$ cat config.mk
export PLATFORM = sky130hd
export DESIGN_NAME = irq_pending_latch_flat
export DESIGN_NICKNAME = d
export VERILOG_FILES = /design/src/rtl/irq_pending_latch_pkg.sv /design/src/rtl/irq_pending_latch_if.sv /design/src/rtl/irq_pending_latch_edge_det.sv /design/src/rtl/irq_pending_latch.sv /design/src/flat_wrapper.sv
export SDC_FILE = /design/constraint.sdc
export NUM_CORES = 1
export LEC_CHECK = 0
export ABC_AREA = 1
export CAP_MARGIN = 20
export CORE_AREA = 2 2 39 41
export DETAILED_ROUTE_END_ITERATION = 10
export DIE_AREA = 0 0 41 43
export MAX_ROUTING_LAYER = met4
export PLACE_DENSITY = 0.81
export RECOVER_POWER = 100
export SLEW_MARGIN = 20
export SYNTH_ARGS = -nofsm -noshare
export SYNTH_HDL_FRONTEND = slang
export SYNTH_HIERARCHICAL = 1
export SYNTH_SLANG_ARGS = --single-unit
$ cat constraint.sdc
create_clock -name clk -period 1.9 [get_ports clk]
set_clock_uncertainty 0.15 [all_clocks]
set_input_delay 0.475 -clock clk [delete_from_list [all_inputs] [get_ports clk]]
set_output_delay 0.475 -clock clk [all_outputs]
set_load 0.02 [all_outputs]
$ cat src/rtl/irq_pending_latch_pkg.sv
// irq_pkg: shared widths, vector types and FSM states for irq_pending_latch.
// No ports; imported by the interface, the edge detector and the top.
package irq_pkg;
    localparam int N_SRC = 4;
    typedef logic [1:0]       irq_idx_t;
    typedef logic [N_SRC-1:0] irq_vec_t;
    typedef enum logic [1:0] {IDLE, PRESENT, GAP} irq_state_e;
endpackage

$ cat src/rtl/irq_pending_latch_if.sv
// irq_pending_latch_if: groups the request, mask, encoder and consumer signals.
// slave  : the latch (takes req/mask/encoder/ready/ovf_clr, drives pend/irq/ovf).
// master : the surrounding system (encoder, consumer, request sources).
interface irq_pending_latch_if;
    import irq_pkg::*;
    irq_vec_t req_i;
    logic     mask_we_i;
    irq_vec_t mask_i;
    irq_vec_t pend_o;
    irq_idx_t enc_idx_i;
    logic     enc_valid_i;
    logic     irq_valid_o;
    irq_idx_t irq_idx_o;
    logic     irq_ready_i;
    irq_vec_t ovf_o;
    logic     ovf_clr_i;
    modport slave (
        input  req_i, mask_we_i, mask_i, enc_idx_i, enc_valid_i, irq_ready_i, ovf_clr_i,
        output pend_o, irq_valid_o, irq_idx_o, ovf_o
    );
    modport master (
        output req_i, mask_we_i, mask_i, enc_idx_i, enc_valid_i, irq_ready_i, ovf_clr_i,
        input  pend_o, irq_valid_o, irq_idx_o, ovf_o
    );
endinterface

$ cat src/rtl/irq_pending_latch_edge_det.sv
// irq_edge_det: per-source 2-flop synchroniser plus rising-edge detector.
// Ports: clk, reset (async, active-high), req_i raw requests, event_o one-cycle
// pulse per rising edge of the synchronised request.
// Only compiled when IRQ_EDGE_DETECT_EN is defined.
`ifdef IRQ_EDGE_DETECT_EN
module irq_edge_det
    import irq_pkg::*;
(
    input  logic     clk,
    input  logic     reset,
    input  irq_vec_t req_i,
    output irq_vec_t event_o
);
    irq_vec_t sync1_q, sync2_q, prev_q;
    always_ff @(posedge clk or posedge reset) begin
        if (reset) begin
            sync1_q <= '0;
            sync2_q <= '0;
            prev_q  <= '0;
        end else begin
            sync1_q <= req_i;
            sync2_q <= sync1_q;
            prev_q  <= sync2_q;
        end
    end
    assign event_o = sync2_q & ~prev_q;
endmodule
`endif

$ cat src/rtl/irq_pending_latch.sv
// irq_pending_latch: sticky/maskable 4-source pending latch feeding a priority
// encoder, presenting one interrupt at a time over valid/ready.
// Ports: clk, reset (async, active-high), bus (irq_pending_latch_if.slave):
//   req_i/mask_we_i/mask_i in, pend_o to encoder, enc_idx_i/enc_valid_i back,
//   irq_valid_o/irq_idx_o/irq_ready_i consumer handshake, ovf_o/ovf_clr_i overrun.
// Macro IRQ_EDGE_DETECT_EN: defined = edge mode (sync + edge detect, sticky
// pending, overrun); undefined = level mode (pending follows req_i, ovf_o = 0).
module irq_pending_latch
    import irq_pkg::*;
(
    input logic                 clk,
    input logic                 reset,
    irq_pending_latch_if.slave  bus
);
    irq_vec_t   pending_q, pending_d, mask_q, mask_d;
    irq_state_e state_q, state_d;
    irq_idx_t   idx_q, idx_d;
`ifdef IRQ_EDGE_DETECT_EN
    irq_vec_t event_w, clr_w, ovf_q, ovf_d;
    irq_edge_det u_edge_det (
        .clk     (clk),
        .reset   (reset),
        .req_i   (bus.req_i),
        .event_o (event_w)
    );
    // Set beats clear, and overrun beats ovf_clr_i, so no event is ever lost.
    assign clr_w     = (state_q == PRESENT && bus.irq_ready_i) ? irq_vec_t'(1) << idx_q : '0;
    assign pending_d = event_w | (pending_q & ~clr_w);
    assign ovf_d     = (event_w & pending_q) | (bus.ovf_clr_i ? '0 : ovf_q);
    always_ff @(posedge clk or posedge reset) begin
        if (reset) ovf_q <= '0;
        else       ovf_q <= ovf_d;
    end
    assign bus.ovf_o = ovf_q;
`else
    logic unused_ovf_clr;
    assign unused_ovf_clr = bus.ovf_clr_i;
    assign pending_d      = bus.req_i;
    assign bus.ovf_o      = '0;
`endif
    assign mask_d = bus.mask_we_i ? bus.mask_i : mask_q;
    always_comb begin
        state_d = state_q;
        idx_d   = idx_q;
        unique case (state_q)
            IDLE: begin
                state_d = bus.enc_valid_i ? PRESENT : IDLE;
                idx_d   = bus.enc_valid_i ? bus.enc_idx_i : idx_q;
            end
            PRESENT: state_d = bus.irq_ready_i ? GAP : PRESENT;
            GAP:     state_d = IDLE;
            default: state_d = IDLE;
        endcase
    end
    always_ff @(posedge clk or posedge reset) begin
        if (reset) begin
            pending_q <= '0;
            mask_q    <= '0;
            state_q   <= IDLE;
            idx_q     <= '0;
        end else begin
            pending_q <= pending_d;
            mask_q    <= mask_d;
            state_q   <= state_d;
            idx_q     <= idx_d;
        end
    end
    assign bus.pend_o      = pending_q & ~mask_q;
    assign bus.irq_valid_o = state_q == PRESENT;
    assign bus.irq_idx_o   = idx_q;
endmodule
$ cat src/flat_wrapper.sv
// flat-port wrapper written by rule: the top's interface ports become plain ports
module irq_pending_latch_flat import irq_pkg::*;
  (clk, reset, bus_req_i, bus_mask_we_i, bus_mask_i, bus_enc_idx_i, bus_enc_valid_i, bus_irq_ready_i, bus_ovf_clr_i, bus_pend_o, bus_irq_valid_o, bus_irq_idx_o, bus_ovf_o);
  irq_pending_latch_if bus_i ();
  input logic clk;
  input logic reset;
  input wire logic [$bits(bus_i.req_i)-1:0] bus_req_i;
  input wire logic [$bits(bus_i.mask_we_i)-1:0] bus_mask_we_i;
  input wire logic [$bits(bus_i.mask_i)-1:0] bus_mask_i;
  input wire logic [$bits(bus_i.enc_idx_i)-1:0] bus_enc_idx_i;
  input wire logic [$bits(bus_i.enc_valid_i)-1:0] bus_enc_valid_i;
  input wire logic [$bits(bus_i.irq_ready_i)-1:0] bus_irq_ready_i;
  input wire logic [$bits(bus_i.ovf_clr_i)-1:0] bus_ovf_clr_i;
  output wire logic [$bits(bus_i.pend_o)-1:0] bus_pend_o;
  output wire logic [$bits(bus_i.irq_valid_o)-1:0] bus_irq_valid_o;
  output wire logic [$bits(bus_i.irq_idx_o)-1:0] bus_irq_idx_o;
  output wire logic [$bits(bus_i.ovf_o)-1:0] bus_ovf_o;
  assign bus_i.req_i = bus_req_i;
  assign bus_i.mask_we_i = bus_mask_we_i;
  assign bus_i.mask_i = bus_mask_i;
  assign bus_i.enc_idx_i = bus_enc_idx_i;
  assign bus_i.enc_valid_i = bus_enc_valid_i;
  assign bus_i.irq_ready_i = bus_irq_ready_i;
  assign bus_i.ovf_clr_i = bus_ovf_clr_i;
  assign bus_pend_o = bus_i.pend_o;
  assign bus_irq_valid_o = bus_i.irq_valid_o;
  assign bus_irq_idx_o = bus_i.irq_idx_o;
  assign bus_ovf_o = bus_i.ovf_o;
  irq_pending_latch u_core (.clk(clk), .reset(reset), .bus(bus_i));
endmodule
### Word level (Yosys, flattened, before mapping)

Index checks and enable logic that the tools add are counted.

| storage, ports and cells | value |
|---|---|
| input port bits | 16 |
| logic and storage cells | 12 |
| output and inout bits | 11 |
| flip-flop bits (word level) | 12 |

| cells by class | value |
|---|---|
| bitwise gates (word level) | 2 |
| muxes and demuxes | 3 |
| reduce and logical (&&, ||, !) cells | 2 |
| equality and inequality tests | 1 |

Operators by type and width:

| operator | number |
|---|---|
| bitwise AND 4 bit | 1 |
| NOT 4 bit | 1 |
| one-hot mux 2 bit (2 select lines) | 1 |
| equality test 2 x 1 -> 1 bit (second input constant) | 1 |
| zero test 2 bit | 1 |
| 2-to-1 mux 2 bit | 1 |
| AND reduction 2 bit | 1 |
| 2-to-1 mux 1 bit | 1 |

### Depth between registers and ports, before layout

| logic depth | value |
|---|---|
| depth after elaboration | 2 |
| gate-level depth with buffers | 4 |
| gate-level depth less buffers | 4 |

### Least setup slack after synthesis

No wires, ideal clock.

| timing | value |
|---|---|
| path type | reg-to-output |
| start point | register u_core.mask_q[0] |
| end point | output port bus_pend_o[0] |
| path buffers | 0 |
| arrival | 0.656 ns |
| slack | 0.619 ns |
| stages on the path, launching flop included | 2 |
| data required time | 1.275 ns |
| path through | dfrtp_1 nor2_1 |

| on the way | value |
|---|---|
| longest elaborated chain between the ends | 2 |

RTL lines:

| what | RTL line | source |
|---|---|---|
| start, declared | irq_pending_latch.sv:15 | `irq_vec_t pending_q, pending_d, mask_q, mask_d;` |
| start signal, assigned | irq_pending_latch.sv:63 | `mask_q <= mask_d;` |
| NOT 4 bit | irq_pending_latch.sv:68 | `assign bus.pend_o = pending_q & ~mask_q;` |
| bitwise AND 4 bit | irq_pending_latch.sv:68 |  |
| end, declared | flat_wrapper.sv:14 | `output wire logic [$bits(bus_i.pend_o)-1:0] bus_pend_o;` |

Every way passes these cells.

### Final worst setup path

| timing | value |
|---|---|
| start point | register u_core.idx_q[0] (netlist: u_core/bus.irq_idx_o[0]) |
| end point | output port bus_irq_idx_o[0] |

RTL lines:

| what | RTL line | source |
|---|---|---|
| start, declared | irq_pending_latch.sv:17 | `irq_idx_t idx_q, idx_d;` |
| start signal, assigned | irq_pending_latch.sv:65 | `idx_q <= idx_d;` |
| end, declared | flat_wrapper.sv:16 | `output wire logic [$bits(bus_i.irq_idx_o)-1:0] bus_irq_idx_o;` |

No word-level cell between the ends.

==> impl_metrics.yaml <==
drt:
  via_per_inst: 4.10
  wl_per_cell_um: 8.58
  dr_total_vias: 377
  drt_wl_total_um: 789
  drt-initial-drc-count: 3
  drt-pass1-iter-count: 4
  drc_errors: 0
  ant_nets: 0
critical_path:
  cp_cell_sequence: "clkdlybuf4s50_1"
  r2r_slack_ns: 0.90
  end_kind: "output port"
  rr_startpoint: "u_core/state_q[0]"
  cp_top_family: "buffers and inverters"
  crit_type: "flop to output port"
  worstPathMaxFanout: 2
  r2r_cells: 4
  worstPathRequired_ns: 1.27
  startpoint_type: "flop"
  r2r-end: "u_core/bus.irq_idx_o[1]"
  path_depth: 1
  crit_buf_inv: 1
  crit_arrival_ns: 1.22
  critPathSlowestCell: "clkdlybuf4s50_1"
  critPathMaxStageDelay_ns: 0.60
clock_tree:
  clock_latency_ns: 0.26
  root_buffer: "clkbuf_4"
  numCtsBuffers: 3
  clock_sinks: 12
  cts_htree_levels: 1
  cts_tree: "done"
  path_clk_slew_ns: 0.07
  clockBufferDepth: 2
place:
  dp_hpwl_um: 667
  place_congestion: 0.647
  place_ws_ns: 0.0924
  place_area_um2: 696
  io_buffers: 21
sta:
  layout_min_cycle_time_ns: 1.85
  final.period_utilization: 0.973
  slew_viol_final: 0
  tns_ns: 0
  setup_ws_ns: 0.0509
  setup-violations-final: 0
  rsz0062_at_grt: "false"
  fmax_mhz: 541
  finalHoldViolations: 0
synth:
  synth-seq-area-share: 0.620
  synthTopCellsByArea: "dfrtp_1 (62%), inv_1 (9.3%), nand2_1 (7.0%)"
  synth_largest_area_cell: "dfrtp_1"
  avgSynthCellArea_um2: 9.31
  yosys_warnings: 6
  ys_ff_latch: 12
  synthCells: 52
  yosysUniqueCellTypes: 11
  syn_area_um2: 484
  netlist.area_leader.share: 0.620
global_route:
  grt_remaining_overflow: 0
  grt_first_pass_wirelength_mm: 1.33
  grt_max_degree: 13
  grt.total_usage: 0.122
  grt_antenna_before_repair: 0
  grt_pass1_vias: 351
floorplan:
  die_w_um: 41
  io_pins: 27
  std_cell_rows: 14
  core_area_um2: 1380
  die-height_um: 43
  initial_core_util: 0.350
  die_area_um2: 1760
final_layout:
  layout-drive-gt1-share: 0.0658
  syn_to_final_growth_pct: 48.3
  fin_nets: 93
  fin_area_um2: 718
  diodes: 0
  mostFrequentLayoutCells: "inv_1 (12), dfrtp_1 (12), nand2_1 (10)"
pwr:
  leakagePower_nw: 0.381
  finalPower_mw: 0.697
  peakVddDrop_v: 0.000515
  powerDensity_nw_per_um2: 970
run_status:
  status: "finished, final reports clean"
worst_hold_path:
  min_from: "u_core/bus.irq_idx_o[0]"
  hold_class: "flop to flop"
  holdPathEnd: "u_core/bus.irq_idx_o[0]"
  hold_depth: 2
job:
  cap_viol_max_count: 0
-- worst max-delay path by stage --
stage,startpoint,endpoint,slack [ns]
3_5_place_dp,u_core/state_q[1],bus_irq_valid_o,0.09
5_1_grt,u_core/bus.irq_idx_o[0],bus_irq_idx_o[0],0.008
4_1_cts,u_core/bus.irq_idx_o[1],bus_irq_idx_o[1],0.02
2_1_floorplan,u_core/mask_q[0],bus_pend_o[0],0.62
3_3_place_gp,u_core/state_q[1],bus_irq_valid_o,0.12
6_report,u_core/bus.irq_idx_o[0],bus_irq_idx_o[0],0.05
-- tightest hold or removal path: stages, from the launching register on --
cell and delay, ns:
dfrtp_1 0.36, nand2_1 0.06, nand2_1 0.05
-- what timing repair did --
| action | CTS | global route |
|---|---|---|
| endpoints found under the setup margin | 5 | 2 |
| setup buffers | 0 | 0 |
| pin swaps | 0 | 0 |
| hold endpoints to repair | 0 | 0 |
| hold buffers | 0 | 0 |
| gates resized for setup | 5 | 2 |
-- cell families (layout without fill, tap and decap cells) --
group / after synthesis / count (layout) / synth area share
AND/OR/NAND/NOR: 18 / 18 / 0.165
buffers and inverters: 16 / 37 / 0.155
flip-flops: 12 / 12 / 0.620
AO/OA/AOI/OAI: 5 / 5 / 0.0517
other: 1 / 4 / 0.00774
-- cell usage after synthesis --
cell	instances
nor2_4	1
nand3_1	2
nand2_1	9
nand2_2	1
conb_1	1
inv_1	12
dfrtp_1	12
o21ai_1	3
o21ai_0	2
nor2_1	5
buf_4	4
-- area by class of cell --
type,count,area [um^2]
multi-input cells,27,118
flip-flops and latches,12,300
repair buffers,21,199
inverters,12,45.0
well taps,16,20.0
clock buffers,4,36.3
fillers,134,666
-- routing by layer --
layer | GRT usage | vias up | wire length (um)
li1 | - | 194 | -
met1 | 0.125 | 162 | 290
met2 | 0.181 | 21 | 400
met3 | 0.0524 | 0 | 99
met4 | 0.0800 | 0 | 0
met5 | - | - | 0
-- state kept, by name (all words and copies together), names as in the netlist --
signal and cells:
u_core/mask_q 4, u_core/state_q 2, u_core/bus.irq_idx_o 2, u_core/pending_q 4
-- power by group --
part / internal, mW / switching [mW]
clock: 0.116 / 0.0793
sequential: 0.295 / 0.0254
combinational: 0.0792 / 0.101
total: 0.490 / 0.206
-- metrics by stage --
stage / hold WS [ns] / utilization / std cells
after detailed placement: 0.312 / 0.503 / 88
after global placement: 0.318 / 0.503 / 88
after floorplan: 0.190 / - / 55
after global routing: 0.358 / 0.519 / 92
after CTS: 0.337 / 0.524 / 92
final: 0.337 / 0.519 / 92
No activity file was read; power rests on OpenSTA's default activity.
